$ cat config.mk
export PLATFORM = sky130hd
export DESIGN_NAME = usbt_parse_fifo_arb
export DESIGN_NICKNAME = d
export VERILOG_FILES = /design/src/rtl/usbt_parse_fifo_arb.sv
export SDC_FILE = /design/constraint.sdc
export NUM_CORES = 1
export LEC_CHECK = 0
export CORE_MARGIN = 1.5
export CORE_UTILIZATION = 45
export DETAILED_ROUTE_END_ITERATION = 7
export PLACE_DENSITY = 0.88
export REMOVE_ABC_BUFFERS = 1
export SLEW_MARGIN = 20
export SYNTH_ARGS = -nofsm -noshare
export SYNTH_HDL_FRONTEND = slang
export SYNTH_SLANG_ARGS = --single-unit
$ cat constraint.sdc
create_clock -name clk -period 2.79 [get_ports clk]
set_input_delay 0.279 -clock clk [delete_from_list [all_inputs] [get_ports clk]]
set_output_delay 0.279 -clock clk [all_outputs]
set_load 0.02 [all_outputs]
$ cat src/rtl/usbt_parse_fifo_arb.sv
// usbt_parse_fifo_arb: packet-atomic round-robin drain of several parse FIFOs
// into one registered entry stream, with a mid-packet stall watchdog.
module usbt_parse_fifo_arb #(
    parameter int unsigned NUM_SRC     = 2,
    parameter int unsigned WIDTH       = 43,
    parameter int unsigned STALL_WIDTH = 16,
    parameter int unsigned CNT_WIDTH   = 16
) (
    input  logic                         clk,
    input  logic                         reset_n,
    input  logic                         enable,
    input  logic [STALL_WIDTH-1:0]       stall_limit,
    input  logic                         stall_err_clr,
    input  logic [NUM_SRC-1:0]           src_ready,
    input  logic [NUM_SRC*WIDTH-1:0]     src_data,
    output logic [NUM_SRC-1:0]           src_read,
    output logic                         out_valid,
    input  logic                         out_ready,
    output logic [WIDTH-1:0]             out_data,
    output logic [1:0]                   out_src,
    output logic                         busy,
    output logic                         stall_err,
    output logic [1:0]                   stall_src,
    output logic [NUM_SRC*CNT_WIDTH-1:0] pkt_cnt
);

    localparam int unsigned IDX_W = 2;
    localparam int unsigned SUM_W = 3;

    typedef enum logic {
        IDLE   = 1'b0,
        ACTIVE = 1'b1
    } state_t;

    state_t                 state;
    state_t                 state_next;
    logic [IDX_W-1:0]       grant;
    logic [IDX_W-1:0]       grant_next;
    logic [IDX_W-1:0]       last_grant;
    logic [IDX_W-1:0]       last_grant_next;
    logic [STALL_WIDTH-1:0] stall_timer;
    logic [STALL_WIDTH-1:0] stall_timer_next;

    logic                   ready_sel;
    logic [WIDTH-1:0]       data_sel;
    logic                   found;
    logic [IDX_W-1:0]       pick;
    logic [SUM_W-1:0]       cand;
    logic                   cand_ready;
    logic                   stall_fire;
    logic                   pop;
    logic                   eop_pop;

    // Head entry and ready flag of the currently granted source
    always_comb begin
        ready_sel = 1'b0;
        data_sel  = '0;
        for (int unsigned i = 0; i < NUM_SRC; i++) begin
            if (grant == IDX_W'(i)) begin
                ready_sel = src_ready[i];
                data_sel  = src_data[i*WIDTH +: WIDTH];
            end
        end
    end

    // Round-robin search starting one past the last granted source
    always_comb begin
        found      = 1'b0;
        pick       = last_grant;
        cand       = '0;
        cand_ready = 1'b0;
        for (int unsigned i = 1; i <= NUM_SRC; i++) begin
            cand = SUM_W'(last_grant) + SUM_W'(i);
            if (cand >= SUM_W'(NUM_SRC)) begin
                cand = cand - SUM_W'(NUM_SRC);
            end
            cand_ready = 1'b0;
            for (int unsigned j = 0; j < NUM_SRC; j++) begin
                if (cand == SUM_W'(j)) begin
                    cand_ready = src_ready[j];
                end
            end
            if (!found && cand_ready) begin
                found = 1'b1;
                pick  = IDX_W'(cand);
            end
        end
    end

    // Pop / stall decisions; a firing stall suppresses any pop that cycle
    always_comb begin
        stall_fire = (state == ACTIVE) && (stall_limit != '0) && (stall_timer >= stall_limit);
        pop        = (state == ACTIVE) && !stall_fire && ready_sel && (!out_valid || out_ready);
        eop_pop    = pop && data_sel[WIDTH-1];
    end

    // One-hot pop strobe toward the granted FIFO
    always_comb begin
        src_read = '0;
        for (int unsigned i = 0; i < NUM_SRC; i++) begin
            src_read[i] = pop && (grant == IDX_W'(i));
        end
    end

    // FSM state and arbitration registers
    always_ff @(posedge clk or negedge reset_n) begin
        if (!reset_n) begin
            state       <= IDLE;
            grant       <= '0;
            last_grant  <= IDX_W'(NUM_SRC - 1);
            stall_timer <= '0;
        end else begin
            state       <= state_next;
            grant       <= grant_next;
            last_grant  <= last_grant_next;
            stall_timer <= stall_timer_next;
        end
    end

    // FSM next-state: grant in IDLE, hold the packet in ACTIVE until EOP or stall
    always_comb begin
        state_next       = state;
        grant_next       = grant;
        last_grant_next  = last_grant;
        stall_timer_next = stall_timer;
        case (state)
            IDLE: begin
                stall_timer_next = '0;
                if (enable && found) begin
                    grant_next = pick;
                    state_next = ACTIVE;
                end
            end
            ACTIVE: begin
                if (pop) begin
                    stall_timer_next = '0;
                end else if (!ready_sel) begin
                    stall_timer_next = stall_timer + STALL_WIDTH'(1);
                end
                if (eop_pop || stall_fire) begin
                    state_next       = IDLE;
                    last_grant_next  = grant;
                    stall_timer_next = '0;
                end
            end
            default: begin
                state_next = IDLE;
            end
        endcase
    end

    assign busy = (state == ACTIVE);

    // Registered output entry; holds while downstream backpressures
    always_ff @(posedge clk or negedge reset_n) begin
        if (!reset_n) begin
            out_valid <= 1'b0;
            out_data  <= '0;
            out_src   <= '0;
        end else if (pop) begin
            out_valid <= 1'b1;
            out_data  <= data_sel;
            out_src   <= grant;
        end else if (out_valid && out_ready) begin
            out_valid <= 1'b0;
        end
    end

    // Sticky stall flag; clear wins over a simultaneous new stall
    always_ff @(posedge clk or negedge reset_n) begin
        if (!reset_n) begin
            stall_err <= 1'b0;
            stall_src <= '0;
        end else if (stall_err_clr) begin
            stall_err <= 1'b0;
            stall_src <= '0;
        end else if (stall_fire) begin
            stall_err <= 1'b1;
            if (!stall_err) begin
                stall_src <= grant;
            end
        end
    end

    // Per-source count of forwarded EOP entries, wrapping
    always_ff @(posedge clk or negedge reset_n) begin
        if (!reset_n) begin
            pkt_cnt <= '0;
        end else begin
            for (int unsigned i = 0; i < NUM_SRC; i++) begin
                if (eop_pop && (grant == IDX_W'(i))) begin
                    pkt_cnt[i*CNT_WIDTH +: CNT_WIDTH] <= pkt_cnt[i*CNT_WIDTH +: CNT_WIDTH] + CNT_WIDTH'(1);
                end
            end
        end
    end

endmodule

==> results of run 1 <==
[layer usage]
layer	wire, um	up-vias	global-route usage
li1	-	2331	-
met3	1057	43	0.05577
met1	5723	2343	0.2851
met2	7403	212	0.4173
met5	0	-	0
met4	487	0	0.1179
[worst max-delay path, stage by stage]
cell                              delay, ps
sky130_fd_sc_hd__clkdlybuf4s50_1        480
sky130_fd_sc_hd__inv_1                   50
sky130_fd_sc_hd__ha_1                   280
sky130_fd_sc_hd__nand4_1                170
sky130_fd_sc_hd__buf_4                  180
sky130_fd_sc_hd__nor3_2                 260
sky130_fd_sc_hd__nor4b_2                100
sky130_fd_sc_hd__a22oi_2                280
sky130_fd_sc_hd__buf_6                  360
sky130_fd_sc_hd__nor2_1                 140
sky130_fd_sc_hd__mux2_2                 290
[cells by family after synthesis]
group,Yosys count,share of synthesized area
DFF,102,0.4876
and+or+nand+nor,191,0.1892
AOI/OAI and AO/OA,141,0.1665
xor gates and xnor gates,30,0.05017
adders and majority gates,19,0.04539
muxes,9,0.01839
buffers and inverters,54,0.04276
[per-stage QoR]
stage | util | setup slack (ps) | hold slack (ps) | TNS [ps]
after global placement | 0.6485 | -182.2 | 283.9 | -4340
final | 0.6767 | 131.3 | 463.7 | 0
after floorplan | - | -4035 | -16.59 | -267760
after CTS | 0.6750 | 44.17 | 470.7 | 0
after detailed placement | 0.6485 | -282.8 | 299.8 | -8767
after global routing | 0.6767 | -67.51 | 489.2 | -87.44
[worst max-delay path by stage]
stage | from | to | slack (ps)
global route | stall_limit[14] | pkt_cnt[17] | -70
detailed placement | stall_limit[13] | out_data[21] | -280
finish | stall_limit[14] | pkt_cnt[17] | 130
CTS | stall_timer[13] | out_data[22] | 40
global placement | stall_limit[0] | src_read[1] | -180
floorplan | stall_timer[13] | out_src[0] | -4030
[timing repair]
| action | in CTS | in global routing |
|---|---|---|
| hold buffers | 1 | 0 |
| buffers inserted | 0 | 1 |
| resized for setup | 3 | 11 |
| hold endpoints to repair | 41 | 0 |
| pin swaps | 0 | 2 |
| setup endpoints to repair | 2 | 39 |
[power groups by stage]
stage          logic (W)  registers (W)  clock network, W
2_1_floorplan    0.00108        0.00261                 0
3_3_place_gp     0.00299        0.00219                 0
3_5_place_dp     0.00312        0.00220                 0
4_1_cts          0.00313        0.00218           0.00124
5_1_grt          0.00342        0.00224           0.00131
6_report         0.00314        0.00218           0.00123
[cells in the final DEF, fill, tap and decap left out, types with 9 or more instances in the layout]
cell type	count
sky130_fd_sc_hd__ha_1	19
sky130_fd_sc_hd__nor4_2	11
sky130_fd_sc_hd__clkbuf_16	9
sky130_fd_sc_hd__clkdlybuf4s50_1	189
sky130_fd_sc_hd__nor3_1	13
sky130_fd_sc_hd__dfrtp_1	98
sky130_fd_sc_hd__nand2_1	67
sky130_fd_sc_hd__o21ai_0	57
sky130_fd_sc_hd__nand3_1	19
sky130_fd_sc_hd__xor2_1	28
sky130_fd_sc_hd__nand4_1	9
sky130_fd_sc_hd__a21oi_1	20
sky130_fd_sc_hd__nor2_1	38
sky130_fd_sc_hd__buf_4	17
sky130_fd_sc_hd__a22oi_1	43
sky130_fd_sc_hd__inv_1	24
[sequential cells by signal, summed over array words and instances, names as in the netlist]
| register | cells |
|---|---|
| busy | 1 |
| grant | 2 |
| last_grant | 2 |
| out_data | 43 |
| out_src | 2 |
| out_valid | 1 |
| pkt_cnt | 32 |
| stall_err | 1 |
| stall_src | 2 |
| stall_timer | 16 |
[synth_stat cells (5+ instances only)]
library cell | count | share of area
sky130_fd_sc_hd__mux2_2 | 5 | 0.011
sky130_fd_sc_hd__nor4_2 | 11 | 0.026
sky130_fd_sc_hd__nor4_1 | 5 | 0.0060
sky130_fd_sc_hd__nor3_1 | 14 | 0.013
sky130_fd_sc_hd__inv_1 | 24 | 0.017
sky130_fd_sc_hd__a21oi_1 | 20 | 0.019
sky130_fd_sc_hd__and3_1 | 5 | 0.0060
sky130_fd_sc_hd__nand2_1 | 67 | 0.048
sky130_fd_sc_hd__a22oi_1 | 44 | 0.063
sky130_fd_sc_hd__ha_1 | 19 | 0.045
sky130_fd_sc_hd__o21ai_0 | 57 | 0.054
sky130_fd_sc_hd__dfrtp_1 | 101 | 0.48
sky130_fd_sc_hd__nor2_1 | 38 | 0.027
sky130_fd_sc_hd__nand4_1 | 9 | 0.011
sky130_fd_sc_hd__a31oi_1 | 5 | 0.0060
sky130_fd_sc_hd__xor2_1 | 28 | 0.047
sky130_fd_sc_hd__nand3_1 | 19 | 0.018
sky130_fd_sc_hd__clkbuf_1 | 24 | 0.017
[final cells by class]
type / count / area (um^2) / share of cell area
flip-flops and latches: 102 / 2557 / 0.3324
multi-input cells: 390 / 2477 / 0.3220
clock buffers: 14 / 274.0 / 0.03562
inverters: 25 / 93.84 / 0.01220
well taps: 143 / 178.9 / 0.02326
repair buffers: 213 / 2097 / 0.2726
clock inverters: 2 / 15.01 / 0.001952
==> results, run 1 <==
- The flow ran to the end, and the final reports show no timing, DRC or antenna violations.
- Of the total power, registers draw 0.333.
- The tool flagged a number of max-cap violations equal to 0.
- In this run, distinct cell masters in the synthesized netlist total 45.
- The cell count of the worst reg-to-reg path is 9.
- The number of antenna violations at the first check in global routing is 0.
- The mean routed wirelength per cell is roughly 17 um.
- The cell count after synthesis came out at 546.
- The TritonCTS clock tree is done.
- In this run the horizontal extent of the chip is 110.9 um.
- Across the routed clock network, the largest skew measured is about 7.5 ps.
- The core region is 0.01137 mm^2.
- The combinational group share of total power is 0.479.
- The static leakage is between 3 and 4 nW.
- After the first detailed-routing iteration, the DRC count stood at approximately 220.
- The die height is about 110 um.
- The share of total power dissipated in the clock network is 0.187.
- The startpoint of the lowest-slack register-to-register path is stall_timer[13].
- For this run, the number of standard cells in the final layout without fillers is 889.
- The number of antenna-violating nets in the routed design is 0.
- For this run, the number of Yosys warnings is 0.
- The post-synthesis instance area is approximately 0.0052 mm^2.
- The routed design has ~15,000 um of wire.
- The HPWL reported at the end of detailed placement is roughly 11,000 um.
- Summing internal, switching and leakage power gives about 0.0065 W.
- For this run the aggregate overflow at the end of global routing stands at 0.
- The cell sitting at the root of the clock tree is a sky130_fd_sc_hd__clkbuf_16.
- The number of remaining DRC errors is 0.
- The timing-limited maximum frequency is approximately 380 MHz.
- The clock transition at the register clock pins on the worst setup and hold paths after CTS is about 70 ps.
- The total clock sinks is a little over 100.
- The buffer levels on the longest clock path is 2.
- After synthesis, the mean cell area works out to roughly 9.6 um^2.
- The floorplan has 39 rows.
- In this run the tool buffered the top-level ports with 192 buffer cells.
- Relative to the synthesized area, the layout overhead comes to 46.89%.
- The number of ports placed on the die boundary is between 150 and 200.
- After detailed placement, the total cell area comes to around 0.0074 mm^2.
- The clock period minus final worst setup slack is 2659 ps.
- The worst pin sits at a relative slew slack of 0.6041.
- At the pin with the least slew margin, the transition time is a little under 600 ps.
- The final critical-path share of the clock period is 0.9529.
- The repair_antennas step left the layout with diodes totalling 0.
- The endpoint identified for the worst register-to-register timing path is pkt_cnt[17].
- The detailed router placed about 5,000 vias in this run.
- The pre-antenna-repair detailed-routing pass consisted of 5 iterations.
- The hold violation count in the final report was 0.
- The worst setup path is captured at a flip-flop.
- After synthesis the netlist holds a flip-flop and latch count of around 100.
- The number of buffers added by the clock tree synthesis step is 9.
- Data arrives at the worst endpoint at 2890 ps.
- The count of pins over their slew limit is 0.
- The category of the worst setup path launch point is a primary input.
- For this design the total switching power over the nets is around 0.0026 W.
- Data on the critical path is required at its endpoint by around 3000 ps.
- Setup repair after global routing could not meet its margin everywhere.
- Once placement completed, the tool counted placed cells totaling between 800 and 900.
- The overall track demand over capacity in global routing is 0.2423.
- The via count of the first global-routing pass is roughly 5,000.
- The clock latency at the later pin of the worst-skew pair is 350 ps.
- Of the total power, the share spent switching nets is 0.4022.
- The final weighted congestion of routability-driven global placement is just under 0.9.
- The finished cells cover about 0.0077 mm^2.
- The critical path class is primary input to flip-flop.
- The power density normalized to cell area is 851.0 mW/mm^2.
- Using the TritonRoute via totals, the vias-per-cell ratio works out to ~5.5.
- Along the worst path, the maximum fanout reaches 50.
- The die covers roughly 0.012 mm^2.
- Entering global routing, the biggest net connects just over 60 pins.
- Internal power comes to 0.003914 W.
- The worst vdd rail ir drop is about 0.69 mV.
- The slack of the worst reg-to-reg path is approximately 130 ps.
- For this configuration, the core starts out at a cell density of 0.4607.
- After synthesis, the share of flip-flops with an asynchronous set or reset is 1.000.
- For this run, the post-layout net count is just under 900.
- The fraction of layout cells with a size suffix above 1 is 0.08579.
- The wire length of the first global-routing pass is 24,120 um.
- The flip-flop cell with the highest count after synthesis is sky130_fd_sc_hd__dfrtp_1.
- The post-synthesis sequential area ratio is 0.4876.
- Setup violations remaining at the end of the flow were counted as 0.
- The worst hold path belongs to the class primary input to async pin.
- The number of enable flip-flop cells after synthesis is 0.
- The number of fill cells in the layout is a little under 900.
- The clock tree synthesis step divided the H-tree into 3 levels.
(Power assumes the default switching activity.)
==> run 2: changes to the inputs <==
--- a/config.mk
+++ b/config.mk
@@ -5,8 +5,10 @@
 export SDC_FILE = /design/constraint.sdc
 export NUM_CORES = 1
 export LEC_CHECK = 0
+export CORE_ASPECT_RATIO = 1.25
 export CORE_MARGIN = 1.5
 export CORE_UTILIZATION = 45
+export CTS_CLUSTER_DIAMETER = 40
 export DETAILED_ROUTE_END_ITERATION = 7
 export PLACE_DENSITY = 0.88
 export REMOVE_ABC_BUFFERS = 1
==> run 2 against run 1 <==
Compared with the run above: core utilization increased by 0.92 points; critical endpoint unchanged; final cell count down 0.56%; highest routed layer unchanged; hold slack lost 430 ps; global-route usage shrank 0.33 points; non-clock buffer count increased by 3; clock power increased by 7%.
==> results, run 2 (synthesis gave the netlist of run 1 again) <==
- The setup-violating endpoint count in the final report is 0 (unchanged).
- The floorplan die area was 0.01230 mm^2 (about the same).
- The critical path class is flip-flop to flip-flop (was primary input to flip-flop).
- The data arrival time of the worst path is 2890 ps (about the same).
- The final sum of negative setup slack is 0 ps (unchanged).
- The slack of the worst reg-to-reg path is 120 ps (was 130 ps).
- The capturing point of the worst reg2reg path is pkt_cnt[17] (unchanged).
- The number of antenna violations at the first check in global routing is 0 (unchanged).
- Biggest registers after layout: out_data x43, pkt_cnt x32, stall_timer x16 (unchanged).
- The buffer levels on the longest clock path is 2 (unchanged).
- The clock period minus final worst setup slack is 2666 ps (was 2659 ps).
- The hold violation count in the final report is 0 (unchanged).
- The layout overhead on the synthesized area is 47.25% (was 46.89%).
- The launch point of the worst path is stall_timer[0] (was stall_limit[14]).
- The kind of end point of the critical path is a flip-flop (unchanged).
- The setup slack after placement is -383.1 ps (was -282.8 ps).
- The count of buffers inserted at the top-level ports was 192 (unchanged).
- The count of pins over their slew limit is 0 (unchanged).
- The most frequent standard cell in the layout excluding fill and tap cells is sky130_fd_sc_hd__clkdlybuf4s50_1 (unchanged).
- The max-capacitance violation count is 0 (unchanged).
- The total clock sinks is 102 (unchanged).
- The overall track demand over capacity in global routing is 0.2390 (was 0.2423).
- The number of ports placed on the die boundary is 193 (unchanged).
- The worst vdd rail ir drop is 0.5695 mV (was 0.6899 mV).
- The number of nets in the final layout came to 872 (was 869).
- The power density normalized to cell area was 864.3 mW/mm^2 (was 851.0 mW/mm^2).
- The final critical-path share of the clock period is 0.9556 (was 0.9529).
- The HPWL reported at the end of detailed placement is 10,950 um (was 10,930 um).
- The via count of the first global-routing pass is 4,857 (was 5,015).
- The floorplan row count is 43 (was 39).
- The number of vias in the routed layout is 4,946 (was 4,929).
- The library cell contributing the largest single delay on the critical path was sky130_fd_sc_hd__a2111o_1 (was sky130_fd_sc_hd__clkdlybuf4s50_1).
- The overall die width came to 99.50 um (was 110.9 um).
- The sum of buffers and inverters on the critical path was 3 (was 4).
- The number of buffers inserted for hold repair after clock tree synthesis is 0 (was 1).
- The root buffer cell is sky130_fd_sc_hd__clkbuf_16 (unchanged).
- The area taken by flip-flops and latches was 0.002554 mm^2 (was 0.002557 mm^2).
- The count of TritonRoute iterations in the first routing pass is 4 (was 5).
- The die height is 123.6 um (was 110.9 um).
- The setup slack after layout was 123.8 ps (was 131.3 ps).
- The multi-input gate area in the final layout is 0.002481 mm^2 (was 0.002477 mm^2).
- The number of fill cells in the layout was 830 (was 887).
- The required arrival time at the worst endpoint was 3010 ps (was 3020 ps).
- The largest register by flop count is out_data (unchanged).
- The relative slew slack is 0.3680 (was 0.6041).
- The cell count of the worst reg-to-reg path is 10 (was 9).
- The startpoint of the lowest-slack register-to-register path is stall_timer[0] (was stall_timer[13]).
- The area of the placeable core is 0.01124 mm^2 (was 0.01137 mm^2).
- The maximum cell stage delay along the critical path is 420 ps (was 480 ps).
- The depth of the critical timing path with buffers and inverters included came to 10 (was 11).
- The setup clock skew after layout came to 10.97 ps (was 7.462 ps).
- The clock latency at the later pin of the worst-skew pair is 340 ps (was 350 ps).
- The count of antenna diodes in the layout is 0 (unchanged).
- The number of buffers added by the clock tree synthesis step is 9 (unchanged).
- The wire length of the first global-routing pass is 23,120 um (was 24,120 um).
- The fraction of layout cells with a size suffix above 1 is 0.08945 (was 0.08579).
- The final weighted congestion of routability-driven global placement came to 0.8611 (was 0.8699).
- The maximum number of pins on one net before global-route repair is 75 (was 62).
- The static leakage is 3.463 nW (was 3.425 nW).
- The number of remaining DRC errors is 0 (unchanged).
- The maximum fanout along the worst path came to 62 (was 50).
- The aggregate global routing overflow is 0 (unchanged).
- The violation count after the first detailed-routing iteration is 185 (was 224).
- The critical path endpoint is pkt_cnt[17] (unchanged).
- Most frequent cells in the layout: sky130_fd_sc_hd__clkdlybuf4s50_1, sky130_fd_sc_hd__dfrtp_1, sky130_fd_sc_hd__nand2_1 (unchanged).
- The TritonCTS clock tree is done (unchanged).
- Status: finished clean (unchanged).
- The number of antenna-violating nets in the routed design is 0 (unchanged).
- The actual transition at the worst max-transition pin is 948.1 ps (was 588.5 ps).
- The starting utilization of the core area is 0.4658 (was 0.4607).
- The mean routed wirelength per cell is 16.78 um (was 16.50 um).
- The timing-limited maximum frequency is 375.1 MHz (was 376.1 MHz).
- The vias per cell was 5.595 (was 5.544).
- The cell type group with the largest total delay on the critical path is compound AO/OA/AOI/OAI gates (was buffers and inverters).
- The clock transition at the register clock pins on the worst setup and hold paths after CTS was 70 ps (about the same).
- The category of the worst setup path launch point is a flip-flop (was primary input).
- The routed wire length is 14,830 um (was 14,670 um).
- The worst min-delay path category is primary input to async pin (unchanged).
- The number of flip-flops in the largest register was 43 (unchanged).
- The total design power came to 0.006665 W (was 0.006547 W).
- Chain of cells forming the critical path: inv_1 > ha_1 > nand2b_1 > a2111o_1 > a31oi_2 > a22oi_2 > buf_4 > clkbuf_8 > nor2_1 > mux2_2 (was clkdlybuf4s50_1 > inv_1 > ha_1 > nand4_1 > buf_4 > nor3_2 > nor4b_2 > a22oi_2 > buf_6 > nor2_1 > mux2_2).
- The number of levels in the clock H-tree came to 3 (unchanged).
-- run 2: timing repair --
item / in CTS / in global routing
pin swaps: 0 / 1
setup endpoints to repair: 5 / 33
gates resized for setup: 3 / 9
buffers inserted: 0 / 2
-- run 2: where the power goes --
part | internal [W] | switching [W]
Combinational | 0.00135 | 0.00182
Sequential | 0.00190 | 0.000276
Clock | 0.000785 | 0.000538
Total | 0.00403 | 0.00263
-- run 2: layer usage --
metal / global-route usage / vias to the layer above / routed length [um]
met4: 0.08803 / 0 / 296
met2: 0.4289 / 182 / 7697
met5: 0 / - / 0
met1: 0.2794 / 2393 / 5880
met3: 0.05556 / 26 / 956
li1: - / 2345 / -
-- run 2: per-stage QoR --
stage	instances	instance area (um^2)	util	hold slack (ps)
6_report	884	7712	0.6859	34.48
3_3_place_gp	866	7373	0.6557	458.0
2_1_floorplan	517	5107	-	-16.59
3_5_place_dp	866	7373	0.6557	471.7
5_1_grt	884	7712	0.6859	152.4
4_1_cts	882	7685	0.6834	106.8
-- run 2: final cells by class --
cell class	instances	area share
Timing Repair Buffer	216	0.2726
Tap cell	135	0.02190
Clock inverter	6	0.01087
Inverter	25	0.01217
Clock buffer	10	0.02969
Sequential cell	102	0.3311
Multi-Input combinational cell	390	0.3217
-- run 2: worst min path at each step --
stage / start / endpoint
final: reset_n / stall_timer[11]
after global routing: reset_n / stall_timer[11]
after CTS: reset_n / stall_timer[11]
after detailed placement: pkt_cnt[31] / pkt_cnt[31]
after global placement: pkt_cnt[31] / pkt_cnt[31]
after floorplan: reset_n / busy
